<file path="src/rtl/column_tracker_if.sv">
// Pixel stream from the VGA timing / frame RAM read path into the column tracker.
interface column_tracker_if #(
  parameter int XW = 10,
  parameter int YW = 10
);
  logic          vs;
  logic          pix_en;
  logic          blank;
  logic          pix;
  logic [XW-1:0] DrawX;
  logic [YW-1:0] DrawY;

  modport master (output vs, pix_en, blank, pix, DrawX, DrawY);
  modport slave  (input  vs, pix_en, blank, pix, DrawX, DrawY);
endinterface

</file>
<file path="src/rtl/column_tracker.sv">
// Per-frame vertical centroid of lit pixels in CH sampled columns, one shared serial divider.
// Optional macro COLTRK_SMOOTH_EN adds first-order smoothing of accepted centres.
module column_tracker #(
  parameter int CH      = 2,
  parameter int XW      = 10,
  parameter int YW      = 10,
  parameter int SUMW    = 19,
  parameter int CNTW    = 10,
  parameter int V_RES   = 480,
  parameter int HALF_S  = 40,
`ifdef COLTRK_SMOOTH_EN
  parameter int SMOOTH_SH = 2,
`endif
  parameter int MIN_PIX = 8
) (
  input  logic                 Clk,
  input  logic                 Reset,
  column_tracker_if.slave      vid,
  input  logic [CH*XW-1:0]     col_x,
  output logic [CH*YW-1:0]     center,
  output logic                 center_valid,
  output logic                 overrun
);

  localparam int CIW = (CH > 1) ? $clog2(CH) : 1;
  localparam int BW  = $clog2(SUMW);

  typedef enum logic [1:0] {ACCUM, DIVIDE, UPDATE} state_t;

  state_t          state;
  logic            vs_q;
  logic            frame_end;
  logic [CH-1:0]   hit;
  logic [SUMW-1:0] sum      [CH];
  logic [SUMW-1:0] sum_inc  [CH];
  logic [SUMW:0]   sum_add  [CH];
  logic [CNTW-1:0] cnt      [CH];
  logic [CNTW-1:0] cnt_inc  [CH];
  logic [SUMW-1:0] snap_sum [CH];
  logic [CNTW-1:0] snap_cnt [CH];
  logic [SUMW-1:0] q_res    [CH];
  logic [YW-1:0]   q_clamp  [CH];
  logic [YW-1:0]   new_ctr  [CH];
  logic [YW-1:0]   ctr      [CH];
`ifdef COLTRK_SMOOTH_EN
  logic signed [YW:0] diff  [CH];
`endif

  logic [SUMW-1:0] quo;
  logic [SUMW-1:0] quo_next;
  logic [CNTW-1:0] rem;
  logic [CNTW-1:0] rem_next;
  logic [CNTW:0]   rem_sh;
  logic [CNTW-1:0] rem_sub;
  logic            take;
  logic [BW-1:0]   bit_cnt;
  logic [CIW-1:0]  ch_idx;

  assign frame_end = vs_q & ~vid.vs;

  // Hit detection and saturating increments for every channel.
  always_comb begin
    for (int k = 0; k < CH; k++) begin
      hit[k]     = vid.pix_en & vid.blank & vid.pix & (vid.DrawX == col_x[k*XW +: XW]);
      sum_add[k] = {1'b0, sum[k]} + (SUMW+1)'(vid.DrawY);
      sum_inc[k] = sum_add[k][SUMW] ? '1 : sum_add[k][SUMW-1:0];
      cnt_inc[k] = (&cnt[k]) ? cnt[k] : cnt[k] + 1'b1;
    end
  end

  // One restoring-division step: remainder never exceeds the divisor, so CNTW bits suffice.
  always_comb begin
    rem_sh   = {rem, quo[SUMW-1]};
    take     = rem_sh >= {1'b0, snap_cnt[ch_idx]};
    rem_sub  = rem_sh[CNTW-1:0] - snap_cnt[ch_idx];
    rem_next = take ? rem_sub : rem_sh[CNTW-1:0];
    quo_next = {quo[SUMW-2:0], take};
  end

  always_comb begin
    for (int k = 0; k < CH; k++) begin
      if (q_res[k] < SUMW'(HALF_S))
        q_clamp[k] = YW'(HALF_S);
      else if (q_res[k] > SUMW'(V_RES - 1 - HALF_S))
        q_clamp[k] = YW'(V_RES - 1 - HALF_S);
      else
        q_clamp[k] = q_res[k][YW-1:0];
`ifdef COLTRK_SMOOTH_EN
      diff[k]    = $signed({1'b0, q_clamp[k]}) - $signed({1'b0, ctr[k]});
      new_ctr[k] = ctr[k] + YW'(diff[k] >>> SMOOTH_SH);
`else
      new_ctr[k] = q_clamp[k];
`endif
    end
  end

  always_ff @(posedge Clk or posedge Reset) begin
    if (Reset) begin
      state        <= ACCUM;
      vs_q         <= 1'b0;
      center_valid <= 1'b0;
      overrun      <= 1'b0;
      quo          <= '0;
      rem          <= '0;
      bit_cnt      <= '0;
      ch_idx       <= '0;
      for (int k = 0; k < CH; k++) begin
        sum[k]      <= '0;
        cnt[k]      <= '0;
        snap_sum[k] <= '0;
        snap_cnt[k] <= '0;
        q_res[k]    <= '0;
        ctr[k]      <= YW'(V_RES / 2);
      end
    end else begin
      vs_q         <= vid.vs;
      center_valid <= 1'b0;
      // A hit on the frame-end cycle already belongs to the next frame.
      for (int k = 0; k < CH; k++) begin
        if (frame_end) begin
          sum[k] <= hit[k] ? SUMW'(vid.DrawY) : '0;
          cnt[k] <= hit[k] ? CNTW'(1) : '0;
        end else if (hit[k]) begin
          sum[k] <= sum_inc[k];
          cnt[k] <= cnt_inc[k];
        end
      end
      if (frame_end && state != ACCUM)
        overrun <= 1'b1;
      case (state)
        ACCUM: begin
          if (frame_end) begin
            for (int k = 0; k < CH; k++) begin
              snap_sum[k] <= sum[k];
              snap_cnt[k] <= cnt[k];
            end
            quo     <= sum[0];
            rem     <= '0;
            bit_cnt <= '0;
            ch_idx  <= '0;
            state   <= DIVIDE;
          end
        end
        DIVIDE: begin
          quo <= quo_next;
          rem <= rem_next;
          if (bit_cnt == BW'(SUMW - 1)) begin
            q_res[ch_idx] <= quo_next;
            bit_cnt       <= '0;
            rem           <= '0;
            if (ch_idx == CIW'(CH - 1)) begin
              state <= UPDATE;
            end else begin
              ch_idx <= ch_idx + 1'b1;
              quo    <= snap_sum[ch_idx + 1'b1];
            end
          end else begin
            bit_cnt <= bit_cnt + 1'b1;
          end
        end
        UPDATE: begin
          for (int k = 0; k < CH; k++)
            if (snap_cnt[k] >= CNTW'(MIN_PIX))
              ctr[k] <= new_ctr[k];
          center_valid <= 1'b1;
          state        <= ACCUM;
        end
        default: state <= ACCUM;
      endcase
    end
  end

  for (genvar k = 0; k < CH; k++) begin : g_out
    assign center[k*YW +: YW] = ctr[k];
  end

endmodule
</file>
<file path="src/flat_wrapper.sv">
// flat-port wrapper written by rule: the top's interface ports become plain ports
module column_tracker_flat 
#(
  parameter int CH      = 2,
  parameter int XW      = 10,
  parameter int YW      = 10,
  parameter int SUMW    = 19,
  parameter int CNTW    = 10,
  parameter int V_RES   = 480,
  parameter int HALF_S  = 40,

  parameter int MIN_PIX = 8
)
  (Clk, Reset, col_x, center, center_valid, overrun, vid_vs, vid_pix_en, vid_blank, vid_pix, vid_DrawX, vid_DrawY);
  column_tracker_if #(.XW(XW), .YW(YW)) vid_i ();
  input  logic Clk;
  input  logic Reset;
  input  logic [CH*XW-1:0] col_x;
  output logic [CH*YW-1:0] center;
  output logic center_valid;
  output logic overrun;
  input wire logic [$bits(vid_i.vs)-1:0] vid_vs;
  input wire logic [$bits(vid_i.pix_en)-1:0] vid_pix_en;
  input wire logic [$bits(vid_i.blank)-1:0] vid_blank;
  input wire logic [$bits(vid_i.pix)-1:0] vid_pix;
  input wire logic [$bits(vid_i.DrawX)-1:0] vid_DrawX;
  input wire logic [$bits(vid_i.DrawY)-1:0] vid_DrawY;
  assign vid_i.vs = vid_vs;
  assign vid_i.pix_en = vid_pix_en;
  assign vid_i.blank = vid_blank;
  assign vid_i.pix = vid_pix;
  assign vid_i.DrawX = vid_DrawX;
  assign vid_i.DrawY = vid_DrawY;
  column_tracker #(.CH(CH), .XW(XW), .YW(YW), .SUMW(SUMW), .CNTW(CNTW), .V_RES(V_RES), .HALF_S(HALF_S), .MIN_PIX(MIN_PIX)) u_core (.Clk(Clk), .Reset(Reset), .vid(vid_i), .col_x(col_x), .center(center), .center_valid(center_valid), .overrun(overrun));
endmodule
</file>
<file path="config.mk">
export PLATFORM = sky130hd
export DESIGN_NAME = column_tracker_flat
export DESIGN_NICKNAME = d
export VERILOG_FILES = /design/src/rtl/column_tracker_if.sv /design/src/rtl/column_tracker.sv /design/src/flat_wrapper.sv
export SDC_FILE = /design/constraint.sdc
export NUM_CORES = 1
export LEC_CHECK = 0
export ABC_AREA = 1
export ABC_CLOCK_PERIOD_IN_PS = 7300
export CAP_MARGIN = 20
export CORE_AREA = 2 2 147 149
export DETAILED_ROUTE_END_ITERATION = 16
export DIE_AREA = 0 0 149 151
export PLACE_DENSITY_LB_ADDON = 0.12
export SYNTH_ARGS = -nofsm -noshare
export SYNTH_HDL_FRONTEND = slang
export SYNTH_SLANG_ARGS = --single-unit
</file>
<file path="constraint.sdc">
create_clock -name Clk -period 7.3 [get_ports Clk]
set_clock_uncertainty 0.05 [all_clocks]
set_input_delay 1.095 -clock Clk [delete_from_list [all_inputs] [get_ports Clk]]
set_output_delay 1.095 -clock Clk [all_outputs]
set_load 0.02 [all_outputs]
</file>
==> PnR_summary.wiki, run 1 <==
{| class="wikitable"
! Metric !! Value
|-
| Number of unique standard cell types used by synthesis || 52
|-
| Mean cell area of the mapped netlist || 7.53 um2
|-
| DRT Pass-1 Iters || 8
|-
| RSZ-0062 raised after global routing || no
|-
| Netlist area before placement || 11300 um2
|-
| TritonCTS clock tree || done
|-
| Pins over their slew limit || 0
|-
| Worst reg2reg startpoint || u_core.ch_idx
|-
| Final Critical Period || 3.46 ns
|-
| # hold bufs at CTS || 0
|-
| Post-Synthesis Cells || 1507
|-
| Number of synthesized register bits || 195
|-
| Required time reported for the critical path endpoint || 7.63 ns
|-
| Most frequent cells in the layout || sky130_fd_sc_hd__nand2_1 (469), sky130_fd_sc_hd__dfrtp_1 (187), sky130_fd_sc_hd__inv_1 (161), sky130_fd_sc_hd__o21ai_0 (144), sky130_fd_sc_hd__nand3_1 (122)
|-
| Final setup TNS || 0 ns
|-
| Sink count of the clock tree || 195
|-
| H-Tree Level Count || 4
|-
| Count of unresolved DRC violations after routing || 0
|-
| Met1 Routed Length || 13100 um
|-
| Worst-Skew Late Latency || 0.44 ns
|-
| Synth area leaders || sky130_fd_sc_hd__dfrtp_1 (41%), sky130_fd_sc_hd__nand2_1 (16%), sky130_fd_sc_hd__o21ai_0 (6.4%)
|-
| Syn nets || 1590
|-
| Worst Setup Path Type || reg -> reg
|-
| All-Layer GR Usage || 0.258
|-
| TritonCTS buffer count || 17
|-
| Highest layer used for signal routing || met4
|-
| Register-to-register setup slack || 3.84 ns
|-
| Depth of the worst hold-timing path || 2
|-
| Placed Area || 12200 um2
|-
| Post-layout nets || 1635
|-
| Cell taking the most area after synthesis || sky130_fd_sc_hd__dfrtp_1
|-
| Worst-path maximum fanout || 16
|-
| Leakage power figure || 6.29 nW
|-
| Worst hold path endpoint || u_core.center[7]
|-
| CTS root buf || sky130_fd_sc_hd__clkbuf_16
|-
| Antenna diode count || 0
|-
| Count of non-filler cells in the finished layout || 1840
|-
| Worst hold slack across all endpoints || 0.416 ns
|-
| Post-Place Cells || 1808
|-
| Yosys Warn Count || 0
|-
| Final Hold Fails || 0
|-
| Number of buffers inserted by port buffering || 67
|-
| Number of vias per cell || 5.42
|-
| Critical Path Source Type || register
|-
| Antenna violations before repair || 0
|-
| Leading cell type in the layout, fill and taps excluded || sky130_fd_sc_hd__nand2_1
|-
| Vias in the first global route || 9355
|-
| Number of nets with antenna violations after detailed routing || 0
|-
| Worst voltage drop across the vdd grid || 0.165 mV
|-
| Class of the worst hold path || reg -> reg
|-
| Routed WL per cell || 14.9 um
|-
| F_max || 289 MHz
|-
| Final design area excluding fillers || 12800 um2
|-
| Maximum number of pins on one net before global-route repair || 134
|-
| Most instantiated flip-flop cell in the synthesis netlist || sky130_fd_sc_hd__dfrtp_1
|-
| Fraction of final layout cells sized beyond drive strength 1 || 0.0607
|-
| Total routed wirelength || 27400 um
|-
| Total Power Consumption || 0.00349 W
|-
| Die boundary height || 151 um
|-
| Max-Cap Viols || 0
|-
| Number of enable flip-flop cells after synthesis || 0
|-
| Ys async rst share || 1.00
|-
| Global-route congestion overflow total || 0
|-
| Result of the run || finished clean
|-
| Detailed-placement wirelength estimate || 20100 um
|-
| Startpoint of the tightest hold check path || u_core.center[7]
|-
| Die Footprint || 22500 um2
|-
| Endpoints failing setup || 0
|-
| Wire length on met3 || 1560 um
|-
| Slew @ Worst Pin || 0.977 ns
|-
| Area growth from synthesis to final layout || 12.8%
|-
| First-pass GRT wire length || 46500 um
|-
| Endpoint of the lowest-slack register-to-register path || u_core.rem[2]
|-
| Gpl congestion || 0.946
|-
| Pwr Density || 272 nW/um2
|-
| Post-synthesis sequential area ratio || 0.431
|-
| Initial core utilization || 0.545
|-
| Capturing element type of the critical path || register
|-
| Max transition margin || 0.346
|-
| Clock transition at the registers of the reported paths || 0.09 ns
|-
| Detailed-routed wire length on met2 || 12300 um
|-
| Vias || 9970
|-
| Worst endpoint data arrival time || 3.79 ns
|-
| R2r worst-path depth || 11
|-
| Chip Width || 149 um
|-
| Share of the clock period used by the worst path || 0.474
|-
| Synth top area share || 0.413
|-
| Placeable core region || 20800 um2
|-
| Buffer count from post-CTS setup fixing || 0
|-
| Clk buf depth || 2
|-
| Site row count || 53
|-
| Io pins || 68
|-
| Post-CTS Resized || 0
|-
| Violation count after the first detailed-route iteration || 791
|}
[sequential cells by signal, summed over array words and instances (netlist names)]
name                 flops
u_core.q_res            38
u_core.sum              38
u_core.center           20
u_core.cnt              20
u_core.snap_cnt         20
u_core.quo              19
u_core.snap_sum         19
u_core.rem              10
u_core.bit_cnt           5
u_core.state             2
u_core.center_valid      1
u_core.ch_idx            1
u_core.overrun           1
u_core.vs_q              1
[layout make-up]
cell class	count	area, um2
Multi-Input combinational cell	1095	5590
Timing Repair Buffer	71	701
Sequential cell	195	4890
Clock buffer	17	425
Inverter	172	653
Fill cell	1925	8030
Tap cell	275	344
Clock inverter	15	195
[worst max-delay path: stages, from the launching register on]
cell	delay (ns)
sky130_fd_sc_hd__dfrtp_1	0.71
sky130_fd_sc_hd__inv_1	0.20
sky130_fd_sc_hd__or2_2	0.31
sky130_fd_sc_hd__o21ai_0	0.11
sky130_fd_sc_hd__ha_1	0.31
sky130_fd_sc_hd__nand3_1	0.10
sky130_fd_sc_hd__nand3_1	0.14
sky130_fd_sc_hd__nand3_1	0.35
sky130_fd_sc_hd__nand3_1	0.59
sky130_fd_sc_hd__o21ai_1	0.34
sky130_fd_sc_hd__nand3_1	0.10
sky130_fd_sc_hd__nand2_1	0.09
[synthesized netlist by cell type, drive strengths merged (5+ instances only)]
library cell and count:
nand2 478, dfrtp 187, inv 170, o21ai 160, nand3 124, nor2 111, xnor2 35, ha 34
a21oi 25, clkbuf 25, nor3 24, nand4 23, buf 20, o221ai 18, xor2 12, dfstp 8
or2 8, and2 5, and3 5, mux2i 5, o211ai 5
[cells by family after synthesis]
| kind of cell | synth area share |
|---|---|
| AND/OR/NAND/NOR | 0.299 |
| AO/OA/AOI/OAI | 0.109 |
| buffers and inverters | 0.0762 |
| flip-flops | 0.431 |
| XOR/XNOR | 0.0363 |
| adder cells (fa/ha/maj) | 0.0428 |
| multiplexers | 0.00541 |
[worst max path at each step]
stage	cells after the start	to	startpoint
final	11	u_core.rem[2]	u_core.ch_idx
after global routing	11	u_core.rem[2]	u_core.ch_idx
after CTS	9	u_core.q_res[19]	u_core.ch_idx
after detailed placement	9	u_core.bit_cnt[2]	vid_vs
after global placement	9	u_core.bit_cnt[2]	vid_vs
after floorplan	1	u_core.bit_cnt[0]	Reset
[metal layers]
metal | GRT usage | up-vias
met5 | 0 | -
met4 | 0.0690 | 0
met3 | 0.0370 | 29
met2 | 0.405 | 287
met1 | 0.378 | 4666
li1 | - | 4988
[metrics by stage]
stage	worst slack, ns	util
2_1_floorplan	0.856	-
3_3_place_gp	3.69	0.585
3_5_place_dp	3.64	0.585
4_1_cts	3.81	0.614
5_1_grt	3.44	0.614
6_report	3.84	0.614
[report_power, final]
group          leakage [nW]  internal (W)  switching, W
logic                  3.52      0.000433      0.000722
registers              2.47       0.00124      0.000129
clock network         0.301      0.000474      0.000490
No activity file was read; power rests on OpenSTA's default activity.
==> run 2: changes to the inputs <==
- ABC_CLOCK_PERIOD_IN_PS: 7300 -> 3450
- clock period: 7.3 -> 3.45 ns (I/O delays scaled with it)
==> run 2 against run 1 <==
Global-route usage shrank 0.054 points. Register-to-register slack got worse by 3.5 ns. Die area unchanged. Count of clock-buffer cells in the layout unchanged. Combinational power up 110%. Fmax rose by 12%. Via count down 0.38%. Sequential share of layout area down 0.45 points. Largest power group unchanged.
==> PnR_summary.wiki, run 2 (synthesis results as in run 1) <==
{| class="wikitable"
! Metric !! Value
|-
| Result of the run || finished clean
|-
| Post-CTS Resized || 0 (unchanged)
|-
| Detailed-placement wirelength estimate || 20400 um (+1.3%)
|-
| TritonCTS clock tree || done
|-
| Clock transition at the registers of the reported paths || 0.08 ns (about the same)
|-
| Depth of the worst hold-timing path || 2 (unchanged)
|-
| Maximum number of pins on one net before global-route repair || 114 (-15%)
|-
| Capturing element type of the critical path || register
|-
| Filler instances || 1957 (+1.7%)
|-
| Buffer count from post-CTS setup fixing || 0 (unchanged)
|-
| H-Tree Level Count || 4 (unchanged)
|-
| DRT Pass-1 Iters || 5 (-3)
|-
| Number of nets with antenna violations after detailed routing || 0 (unchanged)
|-
| CTS root buf || sky130_fd_sc_hd__clkbuf_16
|-
| F_max || 324 MHz (+12%)
|-
| Critical Path Source Type || register
|-
| Endpoints failing setup || 0 (unchanged)
|-
| Violation count after the first detailed-route iteration || 711 (-10%)
|-
| Global-route congestion overflow total || 0 (unchanged)
|-
| Worst hold path endpoint || u_core.center[16]
|-
| Vias in the first global route || 9296 (-0.63%)
|-
| Class of the worst hold path || reg -> reg
|-
| Worst reg2reg startpoint || u_core.ch_idx
|-
| Required time reported for the critical path endpoint || 3.74 ns (-3.89 ns)
|-
| Pins over their slew limit || 0 (unchanged)
|-
| Die boundary height || 151 um (unchanged)
|-
| Number of vias per cell || 5.36 (-1.1%)
|-
| TritonCTS buffer count || 17 (unchanged)
|-
| Placeable core region || 20800 um2 (unchanged)
|-
| Chip Width || 149 um (unchanged)
|-
| Count of unresolved DRC violations after routing || 0 (unchanged)
|-
| Endpoint of the lowest-slack register-to-register path || u_core.q_res[19]
|-
| First-pass GRT wire length || 46200 um (-0.65%)
|-
| Number of buffers inserted by port buffering || 67 (unchanged)
|-
| Total routed wirelength || 27500 um (+0.71%)
|-
| Max-Cap Viols || 0 (unchanged)
|-
| Site row count || 53 (unchanged)
|-
| Max transition margin || 0.341 (-0.00520)
|-
| CP startpoint || u_core.ch_idx
|-
| Share of the clock period used by the worst path || 0.894 (+0.420)
|-
| Clk buf depth || 2 (unchanged)
|-
| Worst hold slack across all endpoints || 0.425 ns (+0.00906 ns)
|-
| Leakage power figure || 6.38 nW (+1.3%)
|-
| R2r worst-path depth || 9 (-2)
|-
| Most frequent cells in the layout || sky130_fd_sc_hd__nand2_1 (469), sky130_fd_sc_hd__dfrtp_1 (187), sky130_fd_sc_hd__inv_1 (161), sky130_fd_sc_hd__o21ai_0 (144), sky130_fd_sc_hd__nand3_1 (122)
|-
| Pwr Density || 578 nW/um2 (+110%)
|-
| Die Footprint || 22500 um2 (unchanged)
|-
| Slew @ Worst Pin || 0.985 ns (+0.00777 ns)
|-
| Largest registers || u_core.q_res: 38 flops, u_core.sum: 38 flops
|-
| Gpl congestion || 0.909 (-4.0%)
|-
| Worst endpoint data arrival time || 3.37 ns (-0.42 ns)
|-
| Worst Setup Path Type || reg -> reg
|-
| Leading cell type in the layout, fill and taps excluded || sky130_fd_sc_hd__nand2_1
|-
| Worst-Skew Late Latency || 0.45 ns (about the same)
|-
| Worst voltage drop across the vdd grid || 0.320 mV (+94%)
|-
| RSZ-0062 raised after global routing || no
|-
| Initial core utilization || 0.545 (unchanged)
|-
| Antenna diode count || 0 (unchanged)
|-
| # hold bufs at CTS || 0 (unchanged)
|-
| Register-to-register setup slack || 0.37 ns (-3.47 ns)
|-
| Routed WL per cell || 14.9 um (about the same)
|-
| Sink count of the clock tree || 195 (unchanged)
|-
| Startpoint of the tightest hold check path || u_core.center[16]
|-
| Antenna violations before repair || 0 (unchanged)
|-
| Fraction of final layout cells sized beyond drive strength 1 || 0.0690 (+0.00833)
|-
| Final setup TNS || 0 ns (unchanged)
|-
| Io pins || 68 (unchanged)
|-
| Area growth from synthesis to final layout || 14.2%
|-
| Final Hold Fails || 0 (unchanged)
|-
| Vias || 9932 (-0.38%)
|-
| Final Critical Period || 3.08 ns (-0.378 ns)
|-
| All-Layer GR Usage || 0.258 (-0.000540)
|-
| Worst-path maximum fanout || 16 (unchanged)
|-
| Post-layout nets || 1649 (+0.86%)
|}
-- run 2: cell count changes in the layout (fill, tap and decap cells not counted), sizes merged --
| cell | delta |
|---|---|
| clkinv | -2 |
| clkinvlp | +1 |
| bufinv | +1 |
| buf | +14 |
-- run 2: worst max-delay path by stage --
stage | endpoint | slack (ns)
after CTS | u_core.q_res[19] | 0.39
after detailed placement | u_core.q_res[19] | 0.40
final | u_core.q_res[19] | 0.37
after global routing | u_core.q_res[19] | 0.11
after global placement | u_core.q_res[19] | 0.44
after floorplan | u_core.bit_cnt[0] | 0.37
-- run 2: layout make-up --
class	count	area, um2	area share
Tap cell	275	344	0.0266
Inverter	172	649	0.0502
Multi-Input combinational cell	1095	5590	0.432
Timing Repair Buffer	85	831	0.0642
Clock buffer	17	425	0.0329
Sequential cell	195	4890	0.378
Clock inverter	15	220	0.0170
-- run 2: worst max-delay path: stages (launching register included) --
cell	delay, ns
sky130_fd_sc_hd__dfrtp_1	0.74
sky130_fd_sc_hd__inv_1	0.19
sky130_fd_sc_hd__or2_2	0.31
sky130_fd_sc_hd__o21ai_0	0.13
sky130_fd_sc_hd__ha_1	0.32
sky130_fd_sc_hd__nand3_1	0.09
sky130_fd_sc_hd__nand3_1	0.12
sky130_fd_sc_hd__nand3_1	0.12
sky130_fd_sc_hd__nand3_1	0.45
sky130_fd_sc_hd__mux2_2	0.46
-- run 2: stage by stage --
step           setup WS, ns  total power [W]   util  cell area, um2  std cells
2_1_floorplan         0.371          0.00473      -           11300       1507
3_3_place_gp          0.438          0.00535  0.591           12300       1822
3_5_place_dp          0.398          0.00539  0.591           12300       1822
4_1_cts               0.388          0.00752  0.622           12900       1854
5_1_grt               0.112          0.00806  0.622           12900       1854
6_report              0.367          0.00749  0.622           12900       1854
-- run 2: layer usage --
layer | vias to the layer above | global-route usage | wire [um]
li1 | 5016 | - | -
met1 | 4587 | 0.375 | 13300
met2 | 288 | 0.402 | 12300
met3 | 41 | 0.0416 | 1460
met4 | 0 | 0.0733 | 506
met5 | - | 0 | 0
-- run 2: power breakdown --
group / leakage [nW] / internal (W) / switching (W)
sequential: 2.47 / 0.00262 / 0.000280
clock: 0.312 / 0.00108 / 0.00105
combinational: 3.59 / 0.000933 / 0.00153
total: 6.38 / 0.00463 / 0.00286
